==> config.mk <==
export PLATFORM = sky130hd
export DESIGN_NAME = instr_fetch_master_flat
export DESIGN_NICKNAME = d
export VERILOG_FILES = /design/src/rtl/instr_fetch_master_if.sv /design/src/rtl/instr_fetch_master.sv /design/src/flat_wrapper.sv
export SDC_FILE = /design/constraint.sdc
export NUM_CORES = 1
export LEC_CHECK = 0
export BUFFER_PORTS_ARGS = -buffer_cell sky130_fd_sc_hd__buf_2
export CELL_PAD_IN_SITES_DETAIL_PLACEMENT = 1
export CELL_PAD_IN_SITES_GLOBAL_PLACEMENT = 2
export CORE_MARGIN = 2
export CORE_UTILIZATION = 39
export DETAILED_ROUTE_END_ITERATION = 10
export PLACE_DENSITY_LB_ADDON = 0.1
export SLEW_MARGIN = 20
export SYNTH_ARGS = -nofsm -noshare
export SYNTH_HDL_FRONTEND = slang
export SYNTH_SLANG_ARGS = --single-unit
==> constraint.sdc <==
create_clock -name clk -period 3.1 [get_ports clk]
set_input_delay 0.155 -clock clk [delete_from_list [all_inputs] [get_ports clk]]
set_output_delay 0.155 -clock clk [all_outputs]
set_load 0.005 [all_outputs]
==> src/rtl/instr_fetch_master_if.sv <==
// rtl/instr_fetch_master_if.sv - req/gnt/rvalid instruction memory bus bundle
interface instr_fetch_master_if;
  logic        req;
  logic        gnt;
  logic [31:0] addr;
  logic        rvalid;
  logic [31:0] rdata;
  logic        err;

  modport master (output req, addr, input gnt, rvalid, rdata, err);
  modport slave  (input req, addr, output gnt, rvalid, rdata, err);
endinterface

==> src/rtl/instr_fetch_master.sv <==
// rtl/instr_fetch_master.sv - pipelined instruction fetch initiator with response FIFO
// Stale responses after a redirect are dropped by a discard counter instead of tagging.
module instr_fetch_master #(
  parameter int          FIFO_DEPTH      = 4,
  parameter int          MAX_OUTSTANDING = 2,
  parameter logic [31:0] BOOT_ADDR       = 32'h0000_0080
) (
  input  logic        clk,
  input  logic        rst,
  instr_fetch_master_if.master bus,
  input  logic        branch,
  input  logic [31:0] branch_addr,
  output logic        out_valid,
  input  logic        out_ready,
  output logic [31:0] out_rdata,
  output logic [31:0] out_addr,
  output logic        out_err,
  output logic        busy
);

  localparam int AW = (FIFO_DEPTH > 1) ? $clog2(FIFO_DEPTH) : 1;
  localparam int CW = AW + 1;
  localparam int NW = $clog2(MAX_OUTSTANDING + 1);

  typedef enum logic {FETCH, HALT} mode_t;

  mode_t          mode;
  logic [31:0]    fetch_addr;
  logic [31:0]    resp_addr;
  logic           held;
  logic           held_stale;
  logic [31:0]    held_addr;
  logic [NW-1:0]  n_cnt;
  logic [NW-1:0]  d_cnt;
  logic [CW-1:0]  c_cnt;
  logic [AW-1:0]  rd_ptr;
  logic [AW-1:0]  wr_ptr;
  logic [64:0]    fifo_mem [FIFO_DEPTH];

  logic           start;
  logic           accept;
  logic           resp;
  logic           drop;
  logic           push;
  logic           pop;
  logic           stale_acc;
  logic [NW-1:0]  n_next;
  logic [31:0]    target;
  logic           unused_branch_lsbs;

  assign target             = {branch_addr[31:2], 2'b00};
  assign unused_branch_lsbs = ^branch_addr[1:0];

  // Credit covers both in-flight words and buffered words so a push never finds the FIFO full.
  assign start = !held && (mode == FETCH) && !branch
               && (int'(n_cnt) < MAX_OUTSTANDING)
               && (int'(n_cnt) + int'(c_cnt) < FIFO_DEPTH);

  assign bus.req  = !rst && (held || start);
  assign bus.addr = held ? held_addr : fetch_addr;

  assign accept    = bus.req && bus.gnt;
  assign resp      = bus.rvalid && (n_cnt != '0);
  assign drop      = resp && (d_cnt != '0);
  assign push      = resp && (d_cnt == '0) && !branch;
  assign pop       = out_ready && (c_cnt != '0) && !branch;
  assign stale_acc = accept && held && held_stale;
  assign n_next    = n_cnt + NW'(accept) - NW'(resp);

  assign out_valid = (c_cnt != '0);
  assign {out_err, out_addr, out_rdata} = out_valid ? fifo_mem[rd_ptr] : 65'd0;
  assign busy      = (n_cnt != '0) || (d_cnt != '0);

  always_ff @(posedge clk) begin
    if (push) begin
      fifo_mem[wr_ptr] <= {bus.err, resp_addr, bus.rdata};
    end
  end

  always_ff @(posedge clk or posedge rst) begin
    if (rst) begin
      mode       <= FETCH;
      fetch_addr <= BOOT_ADDR;
      resp_addr  <= BOOT_ADDR;
      held       <= 1'b0;
      held_stale <= 1'b0;
      held_addr  <= BOOT_ADDR;
      n_cnt      <= '0;
      d_cnt      <= '0;
      c_cnt      <= '0;
      rd_ptr     <= '0;
      wr_ptr     <= '0;
    end else begin
      assert (!(push && (c_cnt == CW'(FIFO_DEPTH))));

      n_cnt <= n_next;
      if (branch) begin
        d_cnt <= n_next;
      end else begin
        d_cnt <= d_cnt + NW'(stale_acc) - NW'(drop);
      end

      if (bus.req && !bus.gnt) begin
        held      <= 1'b1;
        held_addr <= bus.addr;
      end else if (accept) begin
        held <= 1'b0;
      end

      // A held request that outlives a redirect belongs to the old stream.
      if (accept) begin
        held_stale <= 1'b0;
      end else if (branch && held) begin
        held_stale <= 1'b1;
      end

      if (branch) begin
        fetch_addr <= target;
      end else if (accept && !(held && held_stale)) begin
        fetch_addr <= fetch_addr + 32'd4;
      end

      if (branch) begin
        resp_addr <= target;
      end else if (push) begin
        resp_addr <= resp_addr + 32'd4;
      end

      if (branch) begin
        mode <= FETCH;
      end else if (push && bus.err) begin
        mode <= HALT;
      end

      if (branch) begin
        rd_ptr <= '0;
        wr_ptr <= '0;
        c_cnt  <= '0;
      end else begin
        if (push) wr_ptr <= wr_ptr + 1'b1;
        if (pop)  rd_ptr <= rd_ptr + 1'b1;
        c_cnt <= c_cnt + CW'(push) - CW'(pop);
      end
    end
  end

endmodule

==> src/flat_wrapper.sv <==
// flat-port wrapper written by rule: the top's interface ports become plain ports
module instr_fetch_master_flat 
#(
  parameter int          FIFO_DEPTH      = 4,
  parameter int          MAX_OUTSTANDING = 2,
  parameter logic [31:0] BOOT_ADDR       = 32'h0000_0080
)
  (clk, rst, branch, branch_addr, out_valid, out_ready, out_rdata, out_addr, out_err, busy, bus_req, bus_addr, bus_gnt, bus_rvalid, bus_rdata, bus_err);
  instr_fetch_master_if bus_i ();
  input  logic clk;
  input  logic rst;
  input  logic branch;
  input  logic [31:0] branch_addr;
  output logic out_valid;
  input  logic out_ready;
  output logic [31:0] out_rdata;
  output logic [31:0] out_addr;
  output logic out_err;
  output logic busy;
  output wire logic [$bits(bus_i.req)-1:0] bus_req;
  output wire logic [$bits(bus_i.addr)-1:0] bus_addr;
  input wire logic [$bits(bus_i.gnt)-1:0] bus_gnt;
  input wire logic [$bits(bus_i.rvalid)-1:0] bus_rvalid;
  input wire logic [$bits(bus_i.rdata)-1:0] bus_rdata;
  input wire logic [$bits(bus_i.err)-1:0] bus_err;
  assign bus_req = bus_i.req;
  assign bus_addr = bus_i.addr;
  assign bus_i.gnt = bus_gnt;
  assign bus_i.rvalid = bus_rvalid;
  assign bus_i.rdata = bus_rdata;
  assign bus_i.err = bus_err;
  instr_fetch_master #(.FIFO_DEPTH(FIFO_DEPTH), .MAX_OUTSTANDING(MAX_OUTSTANDING), .BOOT_ADDR(BOOT_ADDR)) u_core (.clk(clk), .rst(rst), .bus(bus_i), .branch(branch), .branch_addr(branch_addr), .out_valid(out_valid), .out_ready(out_ready), .out_rdata(out_rdata), .out_addr(out_addr), .out_err(out_err), .busy(busy));
endmodule
# --- Yosys cells after proc, flatten, opt, wreduce, memory -nomap -nowiden ---
# Memory sizes are Yosys's and may differ from the RTL's.
# Cells that the tools add are included.
totals:
  reg_bits: 110
  ramBits: 260
  in_bits: 71
  out_inout_bits: 100
  elab_cells: 82
  mem_count: 1
mem_list:
  columns: ["memory", "depth", "word_bits", "read_ports", "rd_ports_with_merged_regs", "wr", "line_no", "rtl"]
  rows:
  - ["u_core.fifo_mem", 4, 65, 1, 0, 1, "instr_fetch_master.sv:38", "logic [64:0] fifo_mem [FIFO_DEPTH];"]
classes:
  n_addsub: 11
  n_lt_le_gt_ge: 2
  muxes: 20
  bitwise: 1
  n_reduce_logical: 36
op_table:
  columns: ["op", "count"]
  rows:
  - ["2-to-1 mux 32 bit", 5]
  - ["2-to-1 mux 65 bit", 1]
  - ["adder 32 x 3 -> 32 bit, second input constant", 2]
  - ["< comparator 32 x 4 -> 1 bit, second input constant", 1]
  - ["logical AND 1 bit", 19]
  - ["nonzero test 2 bit", 8]
  - ["2-to-1 mux 2 bit", 5]
  - ["2-to-1 mux 1 bit", 8]
  - ["logical NOT 1 bit", 5]
  - ["adder 2 x 1 -> 2 bit", 2]
  - ["adder 2 x 1 -> 2 bit, second input constant", 2]
  - ["adder 2 x 3 -> 4 bit", 1]
  - ["subtractor 2 x 1 -> 2 bit", 2]
  - ["adder 3 x 1 -> 3 bit", 1]
  - ["2-to-1 mux 3 bit", 1]
  - ["nonzero test 3 bit", 1]
  - ["subtractor 3 x 1 -> 3 bit", 1]
  - ["logical NOT 2 bit", 1]
  - ["logical OR 1 bit", 2]
  - ["< comparator 2 bit, second input constant", 1]
  - ["inverter 1 bit", 1]

# --- Longest topological paths before layout ---
# Gate-level depths: netlist (run 1).
logic_depth:
  ltp_word: 13
  depth_mapped: 12

# --- Worst setup path after synthesis (run 1) ---
# No wires, ideal clock.
synth_path:
  kind: "input to register"
  startpoint: "input port rst"
  endpoint: "register u_core.fetch_addr[21]"
  setup_time_ns: 0.124
  arrival_time_ns: 3.948
  required_time_ns: 2.976
  setup_slack_ns: -0.972
  stages: 5
  n_path_buf: 0
  path_cell_list: "inv_1 nand2_1 nor4b_2 a31oi_1 o31a_1"
synth_between:
  elab_chain_len: 5
synth_rtl:
  columns: ["item", "line_no", "rtl"]
  rows:
  - ["start, declared", "flat_wrapper.sv:11", "input logic rst;"]
  - ["logical NOT 1 bit", "instr_fetch_master.sv:59", "assign bus.req = !rst && (held || start);"]
  - ["logical AND 1 bit", "instr_fetch_master.sv:59", null]
  - ["logical AND 1 bit", "instr_fetch_master.sv:62", "assign accept = bus.req && bus.gnt;"]
  - ["logical AND 1 bit", "instr_fetch_master.sv:119", "end else if (accept && !(held && held_stale)) begin"]
  - ["nonzero test 2 bit (no line)", null, null]
  - ["end signal, assigned", "instr_fetch_master.sv:118", "fetch_addr <= target;"]
  - ["end signal, assigned", "instr_fetch_master.sv:120", "fetch_addr <= fetch_addr + 32'd4;"]
  - ["end, declared", "instr_fetch_master.sv:28", "logic [31:0] fetch_addr;"]
# Every way passes these cells.
# A chain may end at the register's enable or synchronous reset.

# --- Worst setup path after layout (run 1) ---
layout_path:
  startpoint: "register u_core.resp_addr[7]"
  endpoint: "register u_core.resp_addr[30]"
layout_between:
  elab_chain_len: 3
layout_rtl:
  columns: ["item", "line_no", "rtl"]
  rows:
  - ["start, declared", "instr_fetch_master.sv:29", "logic [31:0] resp_addr;"]
  - ["start signal, assigned", "instr_fetch_master.sv:124", "resp_addr <= target;"]
  - ["start signal, assigned", "instr_fetch_master.sv:126", "resp_addr <= resp_addr + 32'd4;"]
  - ["adder 32 x 3 -> 32 bit", "instr_fetch_master.sv:126", null]
  - ["2-to-1 mux 32 bit", "instr_fetch_master.sv:125", "end else if (push) begin"]
  - ["2-to-1 mux 32 bit", "instr_fetch_master.sv:123", "if (branch) begin"]
# Every way passes these cells. The select of a mux whose other input is x is not followed.

==> impl_metrics.toml, run 1 <==
[floorplan]
coreArea_sq_um = 38800
io_pins = 171
die_h_um = 203
die_width_um = 203
start_util_pct = 39.8
die_area_sq_um = 41200
rows = 72

[sta]
rsz0062_at_grt = "false"
fin_crit_ns = 2.70
finalCritPeriodShare_pct = 87.2
finalClockSkew_ns = 0.0137
finalSetupViolCount = 0
fmax_mhz = 370
slew_violations = 0
worst_pin_slew_ns = 0.679
setup_slack_ns = 0.398
hold_viol = 0
slew_headroom_pct = 54.3

[routing]
vias_per_cell = 5.17
wirelength_um = 37500
drt-met1-wl_um = 16800
drt_pass1_iterations = 4
met3_length_um = 1300
drtIter0Drc = 353
drc = 0
dr_total_vias = 9190
ant_nets = 0
met2RoutedLength_um = 18600
dr.max_layer_used = "met5"
post_drt_wl_per_cell_um = 21.1

[clock_network]
cts_sinks = 358
cts_tree = "done"
htree_levels = 2
cts-buffers-inserted = 42
insertion_delay_ns = 0.56
path_clk_slew_ns = 0.06
clock_path_buffers = 3
cts_root_buffer = "clkbuf_16"

[pwr]
leakage_nw = 7.06
combPwrFrac_pct = 24.4
netSwitchingFraction_pct = 28.3
power_density_nw_per_um2 = 763
internal_power_mw = 10.4
p_sw_mw = 4.12
pwr-share-seq_pct = 41.9
vdd_drop_max_uv = 418
pwr-share-clk_pct = 33.7
p_total_mw = 14.6

[synth]
ys_async_sr_fraction_pct = 29.6
synth.avg_cell_area_sq_um = 15.9
yosys_warnings = 0
synth_area_sq_um = 15400
ys.flop_type = "edfxtp_1"
ys_ff_latch = 358
syn_inst = 970
synth.area.top_cells = "edfxtp_1, dfrtp_1, mux4_2, mux2_2, and2_1"
synth-seq-area-share_pct = 66.2
synthTopCellsByCount = "edfxtp_1, dfrtp_1, and2_1"
synth_top_area_cell = "edfxtp_1"
synth.distinct_cells = 63
synth_edf_count = 252
synth_most_common_cell = "edfxtp_1"
yosysTopAreaCellShare_pct = 49.0

[placement]
port_buffers = 166
pre_cts_slack_ns = 0.392
place_area_sq_um = 17100
hpwl_um = 24700
gp_congestion = 0.805

[worst_setup_path]
cp.arrival_ns = 3.14
critPathKind = "register to register"
cp_slowest_stage_delay_ns = 0.74
required_ns = 3.54
end_kind = "register"
worst-path-max-fanout = 9
crit_path_start_kind = "register"
cp_slowest_cell = "or4_1"
path_cells = "nand4_1 -> or4_1 -> nor4_4 -> a311oi_1 -> a221oi_1"

[job]
cap_violations = 0

[grt]
grt_pass1_vias = 10000
grt_max_degree = 107
overflow = 0
grt_pass1_wl_um = 59100
antenna_found_initial = 1
grt_usage_pct = 18.8

[hold_path]
hold_path.class = "input port to register"

[layout]
insertedDiodeCount = 0
drive_above_1_share_pct = 31.0
syn_to_final_growth_pct = 23.6
nFillCells = 3841
stdcell_area_sq_um = 19100
nets = 1310

[status]
status = "finished, final reports clean"
-- repair_timing --
action	in CTS	in global routing
endpoints found under the hold margin	280	0
gates resized for setup	0	0
hold buffers	59	0
setup buffers	0	0
-- kinds of logic (layout without fill, tap and decap cells) --
group                      after synthesis  in the layout  synth area share [%]
adders and majority gates               14             14                  1.18
muxes                                  136            136                  14.5
and+or+nand+nor                        261            261                  9.65
AOI/OAI and AO/OA                       87             87                  4.23
DFF                                    358            358                  66.2
xor gates and xnor gates                43             43                  2.44
other                                    1              2                0.0243
buffers and inverters                   70            357                  1.80
-- critical path, delay by kind of cell (launching register included) --
family             cells  cell delay (ns)
and+or+nand+nor        3             1.56
AOI/OAI and AO/OA      2             0.43
DFF                    1             0.59
-- routing by layer --
layer / vias up / global-route usage (%)
li1: 4238 / -
met1: 4747 / 25.0
met2: 151 / 31.8
met3: 52 / 2.81
met4: 2 / 5.60
met5: - / 0
-- per-stage QoR --
| step | cells | hold slack (ns) | TNS (ns) | utilization (%) |
|---|---|---|---|---|
| 6_report | 1776 | 0.0292 | 0 | 49.2 |
| 5_1_grt | 1776 | 0.0387 | 0 | 49.2 |
| 4_1_cts | 1776 | 0.0169 | 0 | 49.2 |
| 3_5_place_dp | 1640 | 0.375 | 0 | 44.1 |
| 3_3_place_gp | 1640 | 0.372 | 0 | 44.1 |
| 2_1_floorplan | 971 | 0.254 | -0.0499 | - |
-- final timing paths --
kind	start	endpoint	slack [ns]	cells after the start
min reg2reg	u_core.held_addr[8]	u_core.held_addr[8]	0.48	1
max reg2reg	u_core.resp_addr[7]	u_core.resp_addr[30]	0.40	5
max in group asynchronous	rst	u_core.rd_ptr[0]	2.14	4
max	u_core.resp_addr[7]	u_core.resp_addr[30]	0.40	5
min	branch_addr[19]	u_core.resp_addr[19]	0.03	3
min in group asynchronous	rst	u_core.fetch_addr[5]	0.38	4
-- flip-flops by register name, indices dropped and copies added, names as in the netlist --
signal / cells
u_core.held_stale: 1
u_core.d_cnt: 2
u_core.rd_ptr: 2
u_core.c_cnt: 3
u_core.resp_addr: 30
u_core.held_addr: 32
u_core.fetch_addr: 30
u_core.n_cnt: 2
u_core.fifo_mem: 252
u_core.mode: 1
u_core.wr_ptr: 2
u_core.held: 1
-- area by class of cell --
type                            count  area [sq um]  area share [%]
Timing Repair Buffer              256          1790            9.38
Multi-Input combinational cell    543          4960            26.0
Sequential cell                   358         10200            53.6
Inverter                           24          93.8           0.491
Clock buffer                       51          1110            5.79
Clock inverter                     26           265            1.39
Tap cell                          518           648            3.39
-- cells in the final DEF (no fill, tap or decap), types with 16 or more instances in the layout --
cell / count
and2_1: 67
and3_1: 17
buf_2: 166
buf_4: 20
clkbuf_16: 43
dfrtp_1: 101
dlygate4sd3_1: 59
edfxtp_1: 252
inv_1: 22
mux2_1: 28
mux2_2: 41
mux4_2: 63
nand2_1: 34
nand3_1: 21
nand4_1: 16
nor2_1: 41
xnor2_1: 22
xor2_1: 21
-- power by group through the flow --
stage / combinational, mW / clock, mW / sequential (mW)
after floorplan: 2.30 / 0 / 5.97
after global placement: 3.57 / 0 / 6.17
after detailed placement: 3.61 / 0 / 6.20
after CTS: 3.68 / 5.04 / 6.10
after global routing: 3.97 / 5.23 / 6.18
final: 3.55 / 4.91 / 6.10
Note: power is estimated with default switching activity, not from simulation.
==> inputs of run 2 (changes only) <==
CORE_UTILIZATION = 43   (was 39)
clock period = 2.95 ns   (was 3.1 ns; I/O delays follow)
==> run 2 against run 1 <==
  * Wire length shrank 1.1%
  * Global-route usage increased by 1.4 points
  * Fmax rose by 0.74%
  * Clock-buffer cell count down 2
  * First-iteration DRC count is 24% higher
  * Clock skew grew 0.0010 ns
  * Setup slack got worse by 0.13 ns
  * Combinational power rose by 7.0%
  * Critical path depth up 1
  * Die area fell by 9.1%
  * Power grew 3.8%
  * Critical endpoint is now u_core.fetch_addr[16]
  * Largest power group unchanged
==> impl_metrics.toml, run 2 (same netlist as run 1, synthesis figures left out) <==
[status]
status = "finished, final reports clean"

[layout]
mostFrequentLayoutCell = "edfxtp_1"
syn_to_final_growth_pct = 22.8
drive_above_1_share_pct = 31.2
top_regs = "u_core.fifo_mem: 252 flops, u_core.held_addr: 32 flops"
top_register = "u_core.fifo_mem"
nets = 1310
nFillCells = 3440
insertedDiodeCount = 0
mostFrequentLayoutCells = "edfxtp_1, buf_2, dfrtp_1"
largest_register_ffs = 252

[grt]
antenna_found_initial = 0
overflow = 0
grt_pass1_wl_um = 59400
grt_usage_pct = 20.2
grt_max_degree = 66
grt_pass1_vias = 10200

[pwr]
netSwitchingFraction_pct = 28.3
internal_power_mw = 10.8
combPwrFrac_pct = 25.1
pwr-share-clk_pct = 32.8
power_density_nw_per_um2 = 797
p_total_mw = 15.1
vdd_drop_max_uv = 426
p_sw_mw = 4.28
leakage_nw = 7.04
pwr-share-seq_pct = 42.1

[routing]
ant_nets = 0
drtIter0Drc = 439
wirelength_um = 37100
dr_total_vias = 9237
vias_per_cell = 5.38
drt_pass1_iterations = 5
post_drt_wl_per_cell_um = 21.6
drc = 0

[floorplan]
io_pins = 171
die_area_sq_um = 37400
die_h_um = 194
coreArea_sq_um = 35500
start_util_pct = 43.5
die_width_um = 194
rows = 69

[sta]
worst_pin_slew_ns = 0.736
fmax_mhz = 373
hold_viol = 0
finalClockSkew_ns = 0.0147
tns_ns = 0
slew_headroom_pct = 51.0
finalSetupViolCount = 0
setup_slack_ns = 0.268
fin_crit_ns = 2.68
finalCritPeriodShare_pct = 90.9
rsz0062_at_grt = "false"
slew_violations = 0

[worst_setup_path]
crit_path_start_kind = "register"
cp.arrival_ns = 3.11
critPathMostFrequentCell = "or4_4"
worst-path-max-fanout = 5
path_cells = "ha_1 -> or4_4 -> or4_4 -> a211oi_1 -> xor2_1 -> mux2_2"
cp_slowest_cell = "or4_4"
required_ns = 3.38
path_delay_family = "simple AND/OR/NAND/NOR gates"
cp.buffers_inverters = 0
critPathKind = "register to register"
cp_slowest_stage_delay_ns = 0.62
end_kind = "register"

[placement]
gp_congestion = 0.798
hpwl_um = 23900
pre_cts_slack_ns = 0.301
port_buffers = 166

[clock_network]
cts_sinks = 358
htree_levels = 2
path_clk_slew_ns = 0.06
cts_root_buffer = "clkbuf_16"
cts_tree = "done"
insertion_delay_ns = 0.54
cts_setup_buffers = 0
cts-buffers-inserted = 40
clock_path_buffers = 3
cts-resized-gates = 0

[hold_path]
hold_path.class = "input port to register"

[job]
cap_violations = 0
==> run 2: path summary, 6_finish.rpt <==
kind	from	to	slack, ns	cells after the start
max	u_core.n_cnt[1]	u_core.fetch_addr[16]	0.27	6
min	branch_addr[26]	u_core.fetch_addr[26]	0.01	3
max reg2reg	u_core.n_cnt[1]	u_core.fetch_addr[16]	0.27	6
min reg2reg	u_core.held_addr[19]	u_core.held_addr[19]	0.48	1
max in group asynchronous	rst	u_core.fetch_addr[5]	1.26	5
min in group asynchronous	rst	u_core.c_cnt[0]	0.48	4
==> run 2: metrics by stage <==
stage	util (%)	cell area (sq um)	hold WS, ns	instances
2_1_floorplan	-	15500	0.246	971
5_1_grt	53.5	19000	0.0436	1717
6_report	53.5	19000	0.0125	1717
4_1_cts	53.5	19000	0.0141	1717
3_5_place_dp	48.1	17100	0.363	1585
3_3_place_gp	48.1	17100	0.362	1585
==> run 2: power by group through the flow <==
stage | clock [mW] | sequential, mW | combinational [mW]
floorplan | 0 | 6.28 | 2.44
finish | 4.95 | 6.37 | 3.80
detailed placement | 0 | 6.46 | 3.83
CTS | 5.09 | 6.37 | 3.92
global placement | 0 | 6.43 | 3.76
global route | 5.30 | 6.45 | 4.23
==> run 2: timing repair <==
item                       in CTS  in global routing
setup endpoints to repair       0                  0
hold endpoints to repair      225                  0
hold buffers                   59                  0
==> run 2: final cells by class <==
type                            instances  area (sq um)  share of cell area, %
Clock inverter                         24           251                   1.33
Inverter                               24          93.8                  0.495
Sequential cell                       358         10200                   53.9
Multi-Input combinational cell        543          4990                   26.3
Timing Repair Buffer                  258          1780                   9.39
Clock buffer                           49          1040                   5.51
Tap cell                              461           577                   3.04
==> run 2: layer usage <==
metal  global-route usage, %  part of all wire (%)  vias to the layer above
met2                    33.8                    49                      196
met1                    27.4                    45                     4755
met5                       0                     0                        -
met4                    5.46                   2.0                        0
li1                        -                     -                     4234
met3                    3.40                   4.1                       52
==> run 2: worst register-to-register path: stages (launching register included) <==
cell and delay, ns:
dfrtp_1 0.45, ha_1 0.21, or4_4 0.45, or4_4 0.62, a211oi_1 0.46, xor2_1 0.12, mux2_2 0.28
